**config.mk**
```make
export PLATFORM = sky130hd
export DESIGN_NAME = cache_arbiter
export DESIGN_NICKNAME = d
export VERILOG_FILES = /design/src/rtl/cache_arb_pkg.sv /design/src/rtl/arb_rr2.sv /design/src/rtl/cache_arbiter.sv
export SDC_FILE = /design/constraint.sdc
export NUM_CORES = 1
export LEC_CHECK = 0
export BUFFER_PORTS_ARGS = -buffer_cell sky130_fd_sc_hd__buf_2
export CAP_MARGIN = 20
export CORE_AREA = 5 5 530 532
export DETAILED_ROUTE_END_ITERATION = 10
export DIE_AREA = 0 0 535 537
export PLACE_DENSITY_LB_ADDON = 0.15
export SLEW_MARGIN = 20
export SYNTH_ARGS = -nofsm -noshare
export SYNTH_HDL_FRONTEND = slang
export SYNTH_HIERARCHICAL = 1
export SYNTH_SLANG_ARGS = --single-unit
```
**constraint.sdc**
```tcl
create_clock -name clk -period 2.05 [get_ports clk]
set_input_delay 0.41 -clock clk [delete_from_list [all_inputs] [get_ports clk]]
set_output_delay 0.41 -clock clk [all_outputs]
set_load 0.01 [all_outputs]
```
**src/rtl/cache_arb_pkg.sv**
```systemverilog
// Shared types for the I/D cache memory-port arbiter.
package cache_arb_pkg;

    typedef logic [1:0] arb_state_t;

    localparam arb_state_t IDLE    = 2'd0;
    localparam arb_state_t SERVE_I = 2'd1;
    localparam arb_state_t SERVE_D = 2'd2;
    localparam arb_state_t RECOVER = 2'd3;

    typedef enum logic {
        REQ_I = 1'b0,
        REQ_D = 1'b1
    } requester_t;

endpackage

```
**src/rtl/arb_rr2.sv**
```systemverilog
// Two-way round-robin pick between the I-cache and D-cache requesters.
module arb_rr2
    import cache_arb_pkg::*;
(
    input  logic       req_i,
    input  logic       req_d,
    input  requester_t last_grant,
    output requester_t grant
);

    always_comb begin
        grant = REQ_I;
        if (req_i && req_d) begin
            // On a tie the side that was not served last time wins.
            grant = (last_grant == REQ_D) ? REQ_I : REQ_D;
        end else if (req_d) begin
            grant = REQ_D;
        end
    end

endmodule

```
**src/rtl/cache_arbiter.sv**
```systemverilog
// Shares one line-wide memory port between the I-cache and D-cache, one whole
// transaction at a time, with round-robin on conflict.
module cache_arbiter
    import cache_arb_pkg::*;
#(
    parameter int unsigned ADDR_W = 32,
    parameter int unsigned LINE_W = 256
) (
    input  logic              clk,
    input  logic              rst,
    input  logic [ADDR_W-1:0] icache_pmem_address,
    input  logic              icache_pmem_read,
    output logic [LINE_W-1:0] icache_pmem_rdata,
    output logic              icache_pmem_resp,
    input  logic [ADDR_W-1:0] dcache_pmem_address,
    input  logic              dcache_pmem_read,
    input  logic              dcache_pmem_write,
    input  logic [LINE_W-1:0] dcache_pmem_wdata,
    output logic [LINE_W-1:0] dcache_pmem_rdata,
    output logic              dcache_pmem_resp,
    output logic [ADDR_W-1:0] mem_address,
    output logic              mem_read,
    output logic              mem_write,
    output logic [LINE_W-1:0] mem_wdata,
    input  logic [LINE_W-1:0] mem_rdata,
    input  logic              mem_resp
);

    arb_state_t state_q, state_d;
    requester_t last_grant_q;
    requester_t grant;
    logic       op_write_q;
    logic       req_i, req_d;
    logic       take;
    logic       serving;

    assign req_i = icache_pmem_read;
    assign req_d = dcache_pmem_read | dcache_pmem_write;
    assign take  = (state_q == IDLE) && (req_i || req_d);

    arb_rr2 u_rr2 (
        .req_i      (req_i),
        .req_d      (req_d),
        .last_grant (last_grant_q),
        .grant      (grant)
    );

    always_comb begin
        state_d = state_q;
        case (state_q)
            IDLE: begin
                if (take) begin
                    state_d = (grant == REQ_I) ? SERVE_I : SERVE_D;
                end
            end
            SERVE_I, SERVE_D: begin
                if (mem_resp) begin
                    state_d = RECOVER;
                end
            end
            RECOVER: state_d = IDLE;
            default: state_d = IDLE;
        endcase
    end

    always_ff @(posedge clk) begin
        if (rst) begin
            state_q      <= IDLE;
            last_grant_q <= REQ_D;
            op_write_q   <= 1'b0;
            mem_address  <= '0;
            mem_wdata    <= '0;
        end else begin
            state_q <= state_d;
            if (take) begin
                last_grant_q <= grant;
                if (grant == REQ_I) begin
                    mem_address <= icache_pmem_address;
                    op_write_q  <= 1'b0;
                end else begin
                    mem_address <= dcache_pmem_address;
                    mem_wdata   <= dcache_pmem_wdata;
                    // Read and write together is illegal; write takes precedence.
                    op_write_q  <= dcache_pmem_write;
                end
            end
        end
    end

    assign serving   = (state_q == SERVE_I) || (state_q == SERVE_D);
    assign mem_read  = serving && !op_write_q;
    assign mem_write = serving && op_write_q;

    assign icache_pmem_resp  = (state_q == SERVE_I) && mem_resp;
    assign dcache_pmem_resp  = (state_q == SERVE_D) && mem_resp;
    assign icache_pmem_rdata = mem_rdata;
    assign dcache_pmem_rdata = mem_rdata;

    assert property (@(posedge clk) disable iff (rst)
        !(dcache_pmem_read && dcache_pmem_write));

    assert property (@(posedge clk) disable iff (rst)
        mem_resp |-> serving);

endmodule
```
==> summary.txt, run 1 <==
Layout
  – Fill cells: 32400
  – Final Cell Area: 23300 um^2
  – Nets: 2814
  – Layout cell share with drive strength beyond 1: 35.3%
  – Area growth, synth to finish: 62.1%

Timing
  – Clock skew: 0.0386 ns
  – Setup-failing EPs final: 0
  – Final slew viol count: 0
  – Worst Max-Slew Pin Slew: 0.514 ns
  – Setup WS post-layout: 0.0171 ns
  – Unrepaired setup endpoints after global routing: true
  – Fmax: 492 MHz
  – Final hold vios: 0
  – Post-route setup TNS: 0 ns
  – Tmin final: 2.03 ns
  – Slew headroom: 64.8%
  – Final worst path period share: 99.2%

Setup path
  – FF-to-FF setup slack: roughly 0.15 ns
  – Worst Setup Start Kind: flip-flop
  – CP endpoint kind: output pin
  – Worst r2r path cells: 5
  – Worst endpoint required time: roughly 1.6 ns
  – CP Max Fanout: 3
  – Setup CP Type: reg2out
  – Crit path DAT: 1.62 ns

Hold path
  – WHS Path Cells: 3
  – Worst Hold Class: in2reg

Power
  – Static leakage: between 9 and 10 nW
  – Pwr per Cell Area: 1130 nW/um^2
  – Peak supply drop: 0.000660 V

Drt
  – Detailed Routing Iterations Pass 1: 8
  – Wire per inst: 22.5 um
  – Vias/cell: 2.26
  – Final antenna-violating net count: 0
  – Final wirelength: 134 mm
  – First DRT Iteration DRCs: roughly 420
  – Vias: 13500
  – Residual DRC: 0

Placed design
  – Pre-CTS WS: -0.116 ns
  – Final HPWL DP: 116 mm
  – I/O Buffers: around 620
  – Routability cong.: 0.737
  – Placed cell area: 18800 um^2

Status
  – Status: finished, final reports clean

Synthesis
  – Warnings from Yosys: 6
  – Share of the synthesized area in the top cell type: about 41%
  – Top cells by area, synth: dfxtp_1 (41%), buf_4 (28%), nand2_1 (13%), a21oi_1 (9.0%), mux2i_1 (2.3%)
  – Syn Area/Cell: 8.00 um^2
  – EDFF count, synth: 0
  – Post-synth top flop: dfxtp_1
  – Cell Area, Synth: 14400 um^2
  – Synth cell count leaders: buf_4 (546), nand2_1 (513), dfxtp_1 (292), a21oi_1 (259)
  – Post-synth ARST share: 0%
  – Synth Register Bits: 292
  – Yosys top cell by area: dfxtp_1
  – Synth cell types: 27
  – Cells after synthesis: 1800
  – Sequential fraction of the synthesis area: 40.6%
  – Most numerous cell in the Yosys netlist: buf_4
  – Syn Nets: 2386

Floorplanning
  – Die area: approximately 290000 um^2
  – IO Pins: 1386
  – Chip height: 537 um
  – Rows: 193
  – Core area: 276000 um^2
  – Initial Util: 5.22%
  – Die width: 535 um

CTS
  – TritonCTS clock tree: yes
  – Clock network latency to the later pin of the worst-skew pair: between 0.6 and 0.7 ns
  – CTS Root Cell: clkbuf_16
  – TritonCTS Sinks: 292
  – Clock Tree Buf Depth: 3
  – CTS Buf Count: 48
  – Max H-tree Level: 2
  – Clk pin slew, worst setup/hold paths: 0.05 ns

Flow run
  – Max_cap viols: 0

GRT
  – Initial antenna violation count: 43
  – Largest net degree at the start of global routing: 48
  – Vias in the first global route: 14800
  – Overall Global Routing Usage: between 8 and 9%
  – Global-route wire length before repair: ~170 mm
  – GRT Residual Overflow: 0
==> through the flow <==
| stage | std cells | util (%) | power (mW) | hold WS, ns |
|---|---|---|---|---|
| floorplan | 1800 | - | 12.8 | 0.441 |
| global placement | 5599 | 6.81 | 17.7 | 0.441 |
| detailed placement | 5599 | 6.81 | 17.7 | 0.447 |
| CTS | 5972 | 8.46 | 27.7 | 0.000441 |
| global route | 5974 | 8.46 | 28.6 | 0.0300 |
| finish | 5977 | 8.47 | 26.3 | 0.0835 |
==> power by group <==
part           internal [mW]  switching, mW
registers               6.89          0.675
logic                   3.76           6.30
clock network           5.13           3.56
==> per-layer routing <==
layer | global-route usage, % | vias to the layer above | share of wire, %
li1 | - | 6120 | -
met1 | 8.31 | 6025 | 32
met2 | 13.4 | 931 | 42
met3 | 7.99 | 411 | 20
met4 | 5.01 | 2 | 6.1
met5 | 0.592 | - | 0.18
==> registers in the layout, indices dropped and copies added, names as in the netlist <==
signal	count
last_grant_q	1
state_q	2
op_write_q	1
mem_wdata	256
mem_address	32
==> what timing repair did <==
item,CTS,global route
hold endpoints to repair,267,0
pin swaps,2,0
endpoints found under the setup margin,4,7
setup buffers,5,0
hold buffers,280,0
gates resized for setup,28,1
==> critical path, stage by stage, from the launching register on <==
cell	delay [ns]
dfxtp_2	0.33
inv_2	0.05
ha_4	0.27
and2_4	0.15
buf_8	0.12
==> path summary, 6_finish.rpt <==
check	startpoint	to
max	state_q[1]	mem_write
min reg2reg	mem_wdata[132]	mem_wdata[132]
min	dcache_pmem_wdata[7]	mem_wdata[7]
max reg2reg	last_grant_q	mem_address[15]
==> placed cells by master, fill, tap and decap left out, types with 3 or more instances in the layout <==
cell type / count
diode_2: 6
dlygate4sd3_1: 280
clkbuf_1: 15
dfxtp_1: 290
nor2_1: 33
a21oi_1: 259
bufinv_16: 3
clkinv_2: 5
buf_2: 612
and2_4: 3
clkbuf_16: 49
mux2i_1: 33
ha_4: 3
a211oi_1: 32
nand2_1: 513
clkinvlp_4: 3
buf_12: 30
buf_4: 64
buf_6: 3
clkbuf_8: 10
==> final cells by class <==
type                       count  area, um^2  area share (%)
clock inverter                14         193           0.826
antenna                        6        15.0          0.0644
clock buffer                  74        1420            6.09
inverter                       2        7.51          0.0322
tap                         3705        4640            19.9
timing repair buffer         991        7010            30.0
multi-input combinational    893        4200            18.0
sequential                   292        5850            25.1
==> logic make-up (layout without fill, tap and decap cells) <==
kind of cell | after synthesis | in the layout | synth area share (%)
AND/OR/NAND/NOR | 556 | 556 | 14.7
buffers and inverters | 615 | 1081 | 30.7
adder cells (fa/ha/maj) | 4 | 4 | 0.348
AO/OA/AOI/OAI | 299 | 299 | 11.3
multiplexers | 34 | 34 | 2.37
other | 0 | 6 | 0
flip-flops | 292 | 292 | 40.6
No activity file was read; power rests on OpenSTA's default activity.
==> run 2: changes to the inputs <==
==> constraint.sdc (replaced) <==
create_clock -name clk -period 2.05 [get_ports clk]
set_input_delay 0.5125 -clock clk [delete_from_list [all_inputs] [get_ports clk]]
set_output_delay 0.5125 -clock clk [all_outputs]
set_load 0.01 [all_outputs]
==> run 2 against run 1 <==
Against the previous run:
- the run now ends with negative setup slack left
- flip-flop and latch count did not move
- critical path depth unchanged
- worst setup slack got worse by 0.10 ns
- die area stayed put
- global-route usage about the same
==> summary.txt, run 2 (synthesis gave the netlist of run 1 again) <==
Drt
  – Final antenna-violating net count: 0 (unchanged)
  – Detailed Routing Iterations Pass 1: 4 (-4)
  – Met3 wire length: 25.8 mm (-2.2%)
  – Final wirelength: 134 mm (about the same)
  – First DRT Iteration DRCs: 534 (+27%)
  – Metal-1 WL: 43.5 mm (+0.53%)
  – Met2 WL: 56.3 mm (+0.61%)
  – Vias: 13200 (-2.4%)
  – Vias/cell: 2.24 (-0.57%)
  – Residual DRC: 0 (unchanged)
  – Max layer used: met5
  – Wire per inst: 22.9 um (+1.9%)

Timing
  – Unrepaired setup endpoints after global routing: true
  – Clock skew: 0.0331 ns (-0.00544 ns)
  – Setup-failing EPs final: 4 (+4)
  – Final slew viol count: 0 (unchanged)
  – Tmin final: 2.14 ns (+0.104 ns)
  – Setup WS post-layout: -0.0871 ns (-0.104 ns)
  – Hold WS: 0.0813 ns (-0.00216 ns)
  – Fmax: 468 MHz (-4.9%)
  – Final hold vios: 0 (unchanged)
  – Worst Max-Slew Pin Slew: 0.470 ns (-0.0439 ns)
  – Final worst path period share: 104% (+5.1 points)
  – Slew headroom: 68.7% (+3.9 points)

GRT
  – Vias in the first global route: 14000 (-5.2%)
  – Initial antenna violation count: 56 (+30%)
  – Global-route wire length before repair: 165 mm (-1.1%)
  – GRT Residual Overflow: 0 (unchanged)
  – Largest net degree at the start of global routing: 51 (+6.3%)
  – Overall Global Routing Usage: 8.95% (-0.041 points)

Floorplanning
  – Core area: 276000 um^2 (unchanged)
  – Rows: 193 (unchanged)
  – Initial Util: 5.22% (unchanged)
  – Chip height: 537 um (unchanged)
  – Die width: 535 um (unchanged)
  – Die area: 287000 um^2 (unchanged)
  – IO Pins: 1386 (unchanged)

CTS
  – Max H-tree Level: 2 (unchanged)
  – Clk pin slew, worst setup/hold paths: 0.06 ns (about the same)
  – CTS Buf Count: 48 (unchanged)
  – CTS Root Cell: clkbuf_16
  – TritonCTS clock tree: yes
  – TritonCTS Sinks: 292 (unchanged)
  – Clock network latency to the later pin of the worst-skew pair: 0.69 ns (about the same)
  – Clock Tree Buf Depth: 3 (unchanged)

Power
  – Pwr per Cell Area: 1170 nW/um^2 (+4.0%)
  – Final Power: 26.0 mW (-1.1%)
  – Static leakage: 8.58 nW (-5.3%)
  – Peak supply drop: 0.000565 V (-14%)

Layout
  – Max FFs per register: 256 (unchanged)
  – Nets: 2705 (-3.9%)
  – Most frequent cells in the layout: buf_2 (610), nand2_1 (513), dfxtp_1 (288)
  – Layout cell share with drive strength beyond 1: 37.1% (+1.8 points)
  – Largest reg by FF count: mem_wdata
  – Area growth, synth to finish: 54.1%
  – Top Registers: mem_wdata (256), mem_address (32), state_q (2)
  – Most common cell after layout, fill and taps aside: buf_2
  – Fill cells: 32500 (+0.29%)

Setup path
  – CP Max Fanout: 3 (unchanged)
  – CP endpoint kind: output pin
  – Setup CP Type: reg2out
  – CP max-delay cell: dfxtp_2
  – Worst endpoint required time: 1.54 ns (-0.10 ns)
  – Worst Setup Start Kind: flip-flop
  – Crit-path max cell delay: 0.35 ns (+0.02 ns)
  – Crit path DAT: 1.62 ns (about the same)
  – Critical path cell sequence: inv_4 > ha_4 > and2_4 > buf_8

Status
  – Failing checks: negative setup slack
  – Status: complete, but fails checks

Flow run
  – Max_cap viols: 0 (unchanged)

Hold path
  – Worst Hold Class: in2reg

Placed design
  – Routability cong.: 0.754 (+2.4%)
  – I/O Buffers: 617 (unchanged)
  – Final HPWL DP: 116 mm (about the same)
run 2: changes by cell type in the layout (fill, tap and decap cells not counted), sizes merged:
cell         previous run  this run
inv                     2         5
clkbuf                 74        69
clkinvlp                3         5
dlygate4sd3           280       173
buf                   711       709
bufinv                  3         4
run 2: final timing paths:
kind,startpoint,end,slack (ns),cells after the start
setup / recovery,state_q[1],mem_write,-0.09,4
hold / removal,dcache_pmem_wdata[223],mem_wdata[223],0.08,3
setup reg to reg,last_grant_q,mem_wdata[218],0.30,6
hold reg to reg,mem_wdata[209],mem_wdata[209],0.45,2
run 2: area by class of cell:
type                            instances  area, um^2  share of cell area [%]
Clock inverter                         20         260                    1.17
Tap cell                             3705        4640                    20.9
Timing Repair Buffer                  882        5880                    26.5
Multi-Input combinational cell        893        4180                    18.8
Antenna cell                            6        15.0                  0.0677
Inverter                                2        12.5                  0.0564
Clock buffer                           69        1350                    6.09
Sequential cell                       292        5850                    26.4
run 2: routing by layer:
metal,vias to the layer above,GRT usage [%]
met2,962,13.3
li1,5881,-
met3,433,7.80
met1,5892,8.34
met5,-,0.609
met4,2,4.96
run 2: report_power, final:
group | total (mW) | internal [mW] | switching (mW)
registers | 7.59 | 6.89 | 0.699
logic | 9.74 | 3.52 | 6.22
clock network | 8.71 | 5.10 | 3.61
run 2: metrics by stage:
stage          area (um^2)  setup WS [ns]  std cells  TNS [ns]  utilization (%)
6_report             22200        -0.0871       5869    -0.182             8.05
5_1_grt              22200         -0.247       5866    -0.750             8.05
4_1_cts              22200         -0.233       5863    -0.736             8.04
3_5_place_dp         18700         -0.224       5598    -31.09             6.80
3_3_place_gp         18700         -0.241       5598    -34.12             6.80
2_1_floorplan        14400          0.154       1800         0                -
run 2: worst max-delay path: cells and delay by family (launching register included):
family	cells	cell delay, ns
flops	1	0.35
fa+ha+maj	1	0.27
buf+inv	2	0.16
simple gates	1	0.15
run 2: repair_timing:
item,4_1_cts,5_1_grt
gates resized for setup,24,1
endpoints found under the hold margin,173,0
setup buffers,3,0
hold buffers,173,0
pin swaps,1,0
setup endpoints to repair,7,4
